### src/rtl/write_buffer.sv
// Posted-write buffer between the last cache level and mainMem: queues writes, answers
// buffered reads, drains in the background. Define WRITE_BUFFER_COALESCE_EN to merge same-address writes.
module write_buffer #(
  parameter int ADDR_LENGTH = 11,
  parameter int BLOCK_SIZE  = 128,
  parameter int DEPTH       = 4
) (
  input  logic                       clock,
  input  logic                       reset,
  input  logic [ADDR_LENGTH-1:0]     addrIn,
  output logic [BLOCK_SIZE-1:0]      dataUpOut,
  input  logic [BLOCK_SIZE-1:0]      dataUpIn,
  output logic                       fetchComplete,
  input  logic                       enableIn,
  output logic                       writeCompleteOut,
  input  logic                       writeIn,
  output logic [ADDR_LENGTH-1:0]     addrOut,
  input  logic [BLOCK_SIZE-1:0]      dataDownIn,
  output logic [BLOCK_SIZE-1:0]      dataDownOut,
  input  logic                       fetchReceive,
  output logic                       enableOut,
  input  logic                       writeCompleteIn,
  output logic                       writeOut,
  output logic [1:0]                 stateDbg,
  output logic [$clog2(DEPTH):0]     countDbg
);

  localparam int PTR_W = $clog2(DEPTH);

  // Handshakes: enableIn/enableOut are level requests held until the matching
  // completion; completions toward the cache stay high until enableIn drops.
  typedef enum logic [1:0] {IDLE = 2'd0, ACK = 2'd1, RD_MEM = 2'd2, DRAIN = 2'd3} state_t;

  state_t                  state, stateNext;
  logic [ADDR_LENGTH-1:0]  addrMem [DEPTH];
  logic [BLOCK_SIZE-1:0]   dataMem [DEPTH];
  logic [DEPTH-1:0]        validMem;
  logic [PTR_W-1:0]        head, tail;
  logic [PTR_W:0]          count;
  logic                    full;
  logic                    hit;
  logic [PTR_W-1:0]        hitIdx;
  logic                    pushEn, popEn, coalesceEn, writeAccept;

  logic [BLOCK_SIZE-1:0]   dataUpNext, dataDownNext;
  logic [ADDR_LENGTH-1:0]  addrOutNext;
  logic                    fetchCompleteNext, writeCompleteNext, enableOutNext, writeOutNext;

  assign full     = (count == (PTR_W+1)'(DEPTH));
  assign stateDbg = state;
  assign countDbg = count;

  // Scan oldest to newest so the last match (newest entry) wins.
  always_comb begin
    logic [PTR_W-1:0] idx;
    idx    = '0;
    hit    = 1'b0;
    hitIdx = '0;
    for (int i = 0; i < DEPTH; i++) begin
      idx = head + PTR_W'(i);
      if (validMem[idx] && (addrMem[idx] == addrIn)) begin
        hit    = 1'b1;
        hitIdx = idx;
      end
    end
  end

`ifdef WRITE_BUFFER_COALESCE_EN
  assign writeAccept = !full || hit;
`else
  assign writeAccept = !full;
`endif

  always_comb begin
    stateNext         = state;
    dataUpNext        = dataUpOut;
    dataDownNext      = dataDownOut;
    addrOutNext       = addrOut;
    fetchCompleteNext = fetchComplete;
    writeCompleteNext = writeCompleteOut;
    enableOutNext     = enableOut;
    writeOutNext      = writeOut;
    pushEn            = 1'b0;
    popEn             = 1'b0;
    coalesceEn        = 1'b0;
    case (state)
      IDLE: begin
        if (enableIn && !writeIn) begin
          if (hit) begin
            dataUpNext        = dataMem[hitIdx];
            fetchCompleteNext = 1'b1;
            stateNext         = ACK;
          end else begin
            // No buffered entry matches, so memory holds the current data.
            addrOutNext   = addrIn;
            writeOutNext  = 1'b0;
            enableOutNext = 1'b1;
            stateNext     = RD_MEM;
          end
        end else if (enableIn && writeIn && writeAccept) begin
`ifdef WRITE_BUFFER_COALESCE_EN
          if (hit) coalesceEn = 1'b1;
          else     pushEn     = 1'b1;
`else
          pushEn = 1'b1;
`endif
          writeCompleteNext = 1'b1;
          stateNext         = ACK;
        end else if (count != '0) begin
          // Also reached by a write stalled on a full buffer.
          addrOutNext   = addrMem[head];
          dataDownNext  = dataMem[head];
          writeOutNext  = 1'b1;
          enableOutNext = 1'b1;
          stateNext     = DRAIN;
        end
      end
      ACK: begin
        if (!enableIn) begin
          fetchCompleteNext = 1'b0;
          writeCompleteNext = 1'b0;
          stateNext         = IDLE;
        end
      end
      RD_MEM: begin
        if (fetchReceive) begin
          dataUpNext        = dataDownIn;
          fetchCompleteNext = 1'b1;
          enableOutNext     = 1'b0;
          stateNext         = ACK;
        end
      end
      DRAIN: begin
        if (writeCompleteIn) begin
          popEn         = 1'b1;
          enableOutNext = 1'b0;
          writeOutNext  = 1'b0;
          stateNext     = IDLE;
        end
      end
      default: stateNext = IDLE;
    endcase
  end

  always_ff @(posedge clock or negedge reset) begin
    if (!reset) begin
      state            <= IDLE;
      head             <= '0;
      tail             <= '0;
      count            <= '0;
      validMem         <= '0;
      dataUpOut        <= '0;
      dataDownOut      <= '0;
      addrOut          <= '0;
      fetchComplete    <= 1'b0;
      writeCompleteOut <= 1'b0;
      enableOut        <= 1'b0;
      writeOut         <= 1'b0;
    end else begin
      state            <= stateNext;
      dataUpOut        <= dataUpNext;
      dataDownOut      <= dataDownNext;
      addrOut          <= addrOutNext;
      fetchComplete    <= fetchCompleteNext;
      writeCompleteOut <= writeCompleteNext;
      enableOut        <= enableOutNext;
      writeOut         <= writeOutNext;
      if (pushEn) begin
        tail           <= tail + PTR_W'(1);
        validMem[tail] <= 1'b1;
        count          <= count + (PTR_W+1)'(1);
      end
      if (popEn) begin
        head           <= head + PTR_W'(1);
        validMem[head] <= 1'b0;
        count          <= count - (PTR_W+1)'(1);
      end
    end
  end

  // Entry payload needs no reset; validMem qualifies it.
  always_ff @(posedge clock) begin
    if (pushEn) begin
      addrMem[tail] <= addrIn;
      dataMem[tail] <= dataUpIn;
    end
    if (coalesceEn) dataMem[hitIdx] <= dataUpIn;
  end

endmodule
### config.mk
export PLATFORM = sky130hd
export DESIGN_NAME = write_buffer
export DESIGN_NICKNAME = d
export VERILOG_FILES = /design/src/rtl/write_buffer.sv
export SDC_FILE = /design/constraint.sdc
export NUM_CORES = 1
export LEC_CHECK = 0
export ABC_AREA = 1
export CAP_MARGIN = 10
export CORE_ASPECT_RATIO = 1.25
export CORE_MARGIN = 2
export CORE_UTILIZATION = 55
export DETAILED_ROUTE_END_ITERATION = 8
export PLACE_DENSITY = 0.8
export SYNTH_ARGS = -nofsm -noshare
export SYNTH_HDL_FRONTEND = slang
export SYNTH_SLANG_ARGS = --single-unit
export TNS_END_PERCENT = 10
### constraint.sdc
create_clock -name clock -period 8.73 [get_ports clock]
set_clock_uncertainty 0.2 [all_clocks]
set_input_delay 0.873 -clock clock [delete_from_list [all_inputs] [get_ports clock]]
set_output_delay 0.873 -clock clock [all_outputs]
set_load 0.005 [all_outputs]
Word level (Yosys, flattened, before mapping) --
Memories as Yosys holds them, arrays and structs flattened. A register that Yosys moved wholly into a read port is not among the register bits. Index checks and enable logic that the tools add are counted.
Storage, ports and cells: register bits 156, memory bits (writable) 556, input bits 273, output and inout port bits 276, word-level logic and storage cells 146, memories 2
Memories:
- dataMem | depth 4, bits a word 128, read ports 2, clocked after Yosys merged registers in 1, wr ports 1, line 36 | logic [BLOCK_SIZE-1:0] dataMem [DEPTH];
- addrMem | depth 4, bits a word 11, read ports 4, clocked after Yosys merged registers in 0, wr ports 1, line 35 | logic [ADDR_LENGTH-1:0] addrMem [DEPTH];
Cells by class: add/sub/neg operators 6, order comparisons 7, eq/ne operators 21, muxes and demuxes 65, bitwise operators 5, reductions and logical operators 29
Operators by type and width (number):
- $mux 128 | 3
- $pmux 128 s2 | 1
- $eq 11x11->1 | 4
- $mux 11 | 4
- $mux 1 | 31
- $mux 2 | 11
- $reduce_and 4->1 | 5
- $ne 2x2->1 const B | 9
- $lt 2x3->1 const B | 5
- $reduce_and 5->1 | 2
- $reduce_bool 2->1 | 5
- $logic_and 1x1->1 | 9
- $ne 3x3->1 const B | 3
- $reduce_bool 3->1 | 3
- $bmux 1 s2 | 4
- $mux 4 | 2
- $pmux 2 s4 | 1
- $mux 3 | 2
- $pmux 1 s3 | 2
- $reduce_and 6->1 | 1
- $add 2x1->2 const B | 2
- $add 2x2->2 const B | 2
- $and 4x4->4 | 1
- $demux 1 s2 | 2
- other kinds (13) | 19

Logic depth before layout (Yosys ltp) --
An unclocked memory read counts as a cell.
depth after elaboration 11, gate-level depth with buffers 28, mapped depth without buffers 20

Worst setup path before layout --
Ideal clock, no wire load.
path type input-to-reg, from input writeIn, to memory addrMem[0][0], enable pin, library setup time 641 ps, data arrival time 7217 ps, data required time 7889 ps, setup slack 672 ps, stages on the path 4, path buffers 0, cell sequence nand3_1 nor2_1 inv_1 nor2_1
Between the ends: longest elaborated chain between the ends 7
Ends and longest elaborated chain:
- start: declaration | line 16 | input logic writeIn,
- $logic_and 1x1->1 (2 in a row) | line 100 | end else if (enableIn && writeIn && writeAccept) begin
- $mux 1 | line 100
- $mux 1 (*) | line 88 | if (enableIn && !writeIn) begin
- $mux 1 (*) | line 86 | case (state)
- $mux 1 (*) | line 183 | if (pushEn) begin
- $mux 1 (implied by the code) (*) | line 184 | addrMem[tail] <= addrIn;
- end: declaration | line 35
Every way passes the cells marked *; elsewhere a longest branch is shown, timed or not.

Worst setup path in the final report --
from register head[0], to register dataUpOut[44]
Between the ends: longest elaborated chain between the ends 11
Ends and longest elaborated chain:
- start: declaration | line 38 | logic [PTR_W-1:0] head, tail;
- start signal: assignment | line 174 | head <= head + PTR_W'(1);
- $add 2x1->2 (tied with other cells) | line 60 | idx = head + PTR_W'(i);
- $mem_v2 4x11 (tied with other cells)
- $eq 11x11->1 (tied with other cells) | line 61 | if (validMem[idx] && (addrMem[idx] == addrIn)) begin
- $logic_and 1x1->1 / $mux 2 (equally long branches) | line 61
- $mux 2 (3 in a row) | line 61
- $mem_v2 4x128
- $mux 128 | line 89 | if (hit) begin
- $mux 128 | line 88
- $pmux 128 s2 | line 86
- end signal: assignment | line 161 | dataUpOut <= dataUpNext;
- end: declaration | line 11 | output logic [BLOCK_SIZE-1:0] dataUpOut,
Parallel ways exist; a longest one is shown, timed or not. The select of a mux whose other input is x is not followed. A chain may end at the register's enable or synchronous reset.

==> impl_metrics.env <==
export IMPL_detailedPlacementHpwl_mm=74.4
export IMPL_route_vias_total=33779
export IMPL_synth_seq_area_share=0.586
export IMPL_worstSetupPathType="reg -> reg"
export IMPL_yosys_warnings=0
export IMPL_start_kind="flip-flop"
export IMPL_max_clk_rate_mhz=149
export IMPL_worst_endpoint_arrival_ns=7.05
export IMPL_final_net_count=5084
export IMPL_tmin_final_ns=6.70
export IMPL_final_cell_mix="nand2_1 (1051), nand3_1 (668), edfxtp_1 (556)"
export IMPL_cpMostUsedCell="nand2_1"
export IMPL_endpoint_class_of_the_critical_path="flip-flop"
export IMPL_area_growth_synth_to_final_pct=21.3
export IMPL_layout_area_seq_mm2=0.0238
export IMPL_place_port_buffers=548
export IMPL_synth_top_cell_by_area="edfxtp_1"
export IMPL_finalNonFillerCells=5849
export IMPL_grt_use_met1=0.380
export IMPL_syn_inst=4413
export IMPL_die_h_um=308
export IMPL_fin_setup_tns_ns=0
export IMPL_area_occupied_by_multi_input_gates_mm2=0.0139
export IMPL_worst_path_max_delay_cell="dfrtp_4"
export IMPL_1st_iter_drt_viols=3301
export IMPL_max_slew_worst_pin_slew_ns=1.22
export IMPL_grt_use_met2=0.539
export IMPL_finalCritPeriodShare=0.768
export IMPL_worst_ep_required_time_ns=9.07
export IMPL_max_ir_drop_vdd_mv=0.526
export IMPL_io_pins=549
export IMPL_net_switching_power_of_the_design_mw=5.60
export IMPL_outcome="completed"
export IMPL_grtUsageMet3=0.0729
export IMPL_switching_power_as_a_share_of_total_power=0.364
export IMPL_synth_fp_nets=4695
export IMPL_power_frac_clock=0.237
export IMPL_power_combinational_fraction=0.394
export IMPL_cts_repair_resizes=0
export IMPL_n_fill_cell=5531
export IMPL_synth_lib_cells_used_distinct=31
export IMPL_synth_top_cell_area_share=0.411
export IMPL_finish_utilization=0.674
export IMPL_unrepaired_setup_endpoints_after_global_routing="no"
export IMPL_drt_wl_total_mm=122
export IMPL_grt_pass1_wl_mm=185
export IMPL_core_rowCount=111
export IMPL_grt_max_degree=155
export IMPL_track_usage=0.316
export IMPL_firstDrtPassIters=9
export IMPL_tritoncts_num_sinks=840
export IMPL_post_route_cells_drive_above_1_share=0.0667
export IMPL_ant_nets=0
export IMPL_floorplan_initialDensity=0.555
export IMPL_commonest_non_fill_non_tap_cell_in_the_layout="nand2_1"
export IMPL_power_frac_seq=0.368
export IMPL_clockBufferDepth=3
export IMPL_initial_antenna_violation_count=28
export IMPL_postCtsHoldBufs=0
export IMPL_route_detailed_wl_per_inst_um=20.8
export IMPL_placed_cells=5677
export IMPL_yosys_register_bits=840
export IMPL_cp_cell_sequence="inv_8 -> ha_1 -> buf_4 -> inv_2 -> nand3_1 -> nand2_1 -> nand2_1 -> nand2_1 -> nor2_1 -> nand2_1 -> nor2_1 -> nand2_1 -> nand2_1 -> nand3_4 -> nand2_8 -> buf_4 -> nand2_1 -> nand3_1 -> nand3_1 -> nand2_1 -> nand2_1"
export IMPL_vias_per_cell=5.78
export IMPL_average_size_of_a_mapped_cell_um2=9.21
export IMPL_synth_enable_flop_cells=556
export IMPL_power_density_cell_area_mw_per_mm2=312
export IMPL_drv_max_cap_violation_count=0
export IMPL_core_area_mm2=0.0732
export IMPL_route_detailed_drc=0
export IMPL_h_tree_depth=3
export IMPL_ys_async_sr_fraction=0.338
export IMPL_timing_final_max_slew_violations=0
export IMPL_hold_path_class="in -> async"
export IMPL_post_cts_setup_buffer_count=0
export IMPL_post_synth_main_area_contributors="edfxtp_1 (41%), dfrtp_1 (17%), nand2_1 (9.7%), nand3_1 (8.2%), inv_1 (3.9%)"
export IMPL_gpl_final_weighted_congestion=0.926
export IMPL_syn_area_mm2=0.0406
export IMPL_maxSlewHeadroom=0.189
export IMPL_finalHoldViolCount=0
export IMPL_clock_tree_from_tritoncts="yes"
export IMPL_yosys_most_used_dff="edfxtp_1"
export IMPL_first_global_vias=33030
export IMPL_path_clk_slew_ns=0.06
export IMPL_clk_root_buffer_cell="clkbuf_16"
export IMPL_die_x_um=247
export IMPL_timing_critical_path_slowest_cell_delay_ns=1.07
export IMPL_clkLatencyLatePin_ns=0.65
export IMPL_leakage_nw=21.4
export IMPL_p_int_mw=9.79
export IMPL_gr_max_usage_layer="met2"
export IMPL_tritoncts_num_buffers=83
export IMPL_path_max_fanout=137
export IMPL_globalRouteOverflowTotal=0
export IMPL_die_outline_area_mm2=0.0761
export IMPL_timing_final_setup_violations=0
[state kept, by name (all words and copies together), names as in the netlist, 2 cells and up]
register	count
addrOut	11
validMem	4
addrMem	44
tail	2
dataMem	512
dataDownOut	128
head	2
dataUpOut	128
countDbg	3
stateDbg	2
[critical path, delay by kind of cell (launching register included)]
family / cells / cell delay (ns)
simple gates: 16 / 2.96
flops: 1 / 1.07
fa+ha+maj: 1 / 0.72
buf+inv: 4 / 1.48
[power groups by stage]
stage,registers (mW),logic [mW],clock network [mW]
floorplan,5.62,3.34,0
global placement,5.69,5.87,0
detailed placement,5.71,6.01,0
CTS,5.65,6.05,3.68
global route,5.74,6.64,3.84
finish,5.67,6.07,3.65
[path summary, 6_finish.rpt]
kind                       slack [ns]  cells past startpoint           from              end
min reg2reg                      0.28                      2  dataUpOut[62]    dataUpOut[62]
min in group clock               0.28                      2  dataUpOut[62]    dataUpOut[62]
max reg2reg                      2.03                     21        head[0]    dataUpOut[44]
max                              2.03                     21        head[0]    dataUpOut[44]
min                              0.05                      1          reset  dataDownOut[38]
max in group asynchronous        6.72                      2          reset          head[1]
[synth_stat cells, types with 2 or more instances]
cell and instances:
a21oi_1 264, buf_1 19, buf_2 131, buf_4 19, buf_6 7, clkbuf_1 115, dfrtp_1 284, edfxtp_1 556
ha_1 8, inv_1 423, inv_2 3, mux2_2 128, nand2_1 1052, nand2_2 2, nand3_1 669, nand3b_1 128
nand4_1 8, nor2_1 294, nor3_1 4, o211ai_1 2, o21ai_0 284, xor2_1 4
[logic make-up (layout without fill, tap and decap cells)]
kind of cell	after synthesis	in the layout	synth area share
multiplexers	128	128	0.0355
buffers and inverters	717	1176	0.0733
other	0	17	0
AND/OR/NAND/NOR	2160	2160	0.233
XOR/XNOR	4	4	0.000862
adder cells (fa/ha/maj)	9	9	0.00296
flip-flops	840	840	0.586
AO/OA/AOI/OAI	555	555	0.0689
[stage by stage]
stage                     cell area (µm²)  hold WS (ns)  total power, mW  worst slack, ns
final                               49300        0.0504             15.4             2.03
after global routing                49300         0.133             16.2             1.51
after CTS                           49300        0.0897             15.4             2.13
after detailed placement            46500         0.265             11.7             2.17
after global placement              46500         0.259             11.6             2.24
after floorplan                     40600         0.264             8.96            0.672
[cell type report]
class / instances / area share
Sequential cell: 840 / 0.483
Clock inverter: 43 / 0.00855
Antenna cell: 17 / 0.000863
Inverter: 426 / 0.0329
Tap cell: 960 / 0.0244
Multi-Input combinational cell: 2856 / 0.283
Timing Repair Buffer: 595 / 0.120
Clock buffer: 112 / 0.0479
[layer usage]
| metal | routed length [µm] | up-vias |
|---|---|---|
| met5 | 138 | - |
| met1 | 44600 | 16194 |
| met2 | 60900 | 1680 |
| met3 | 11600 | 312 |
| li1 | - | 15571 |
| met4 | 4630 | 22 |
Power figures use the tool's default switching activity.
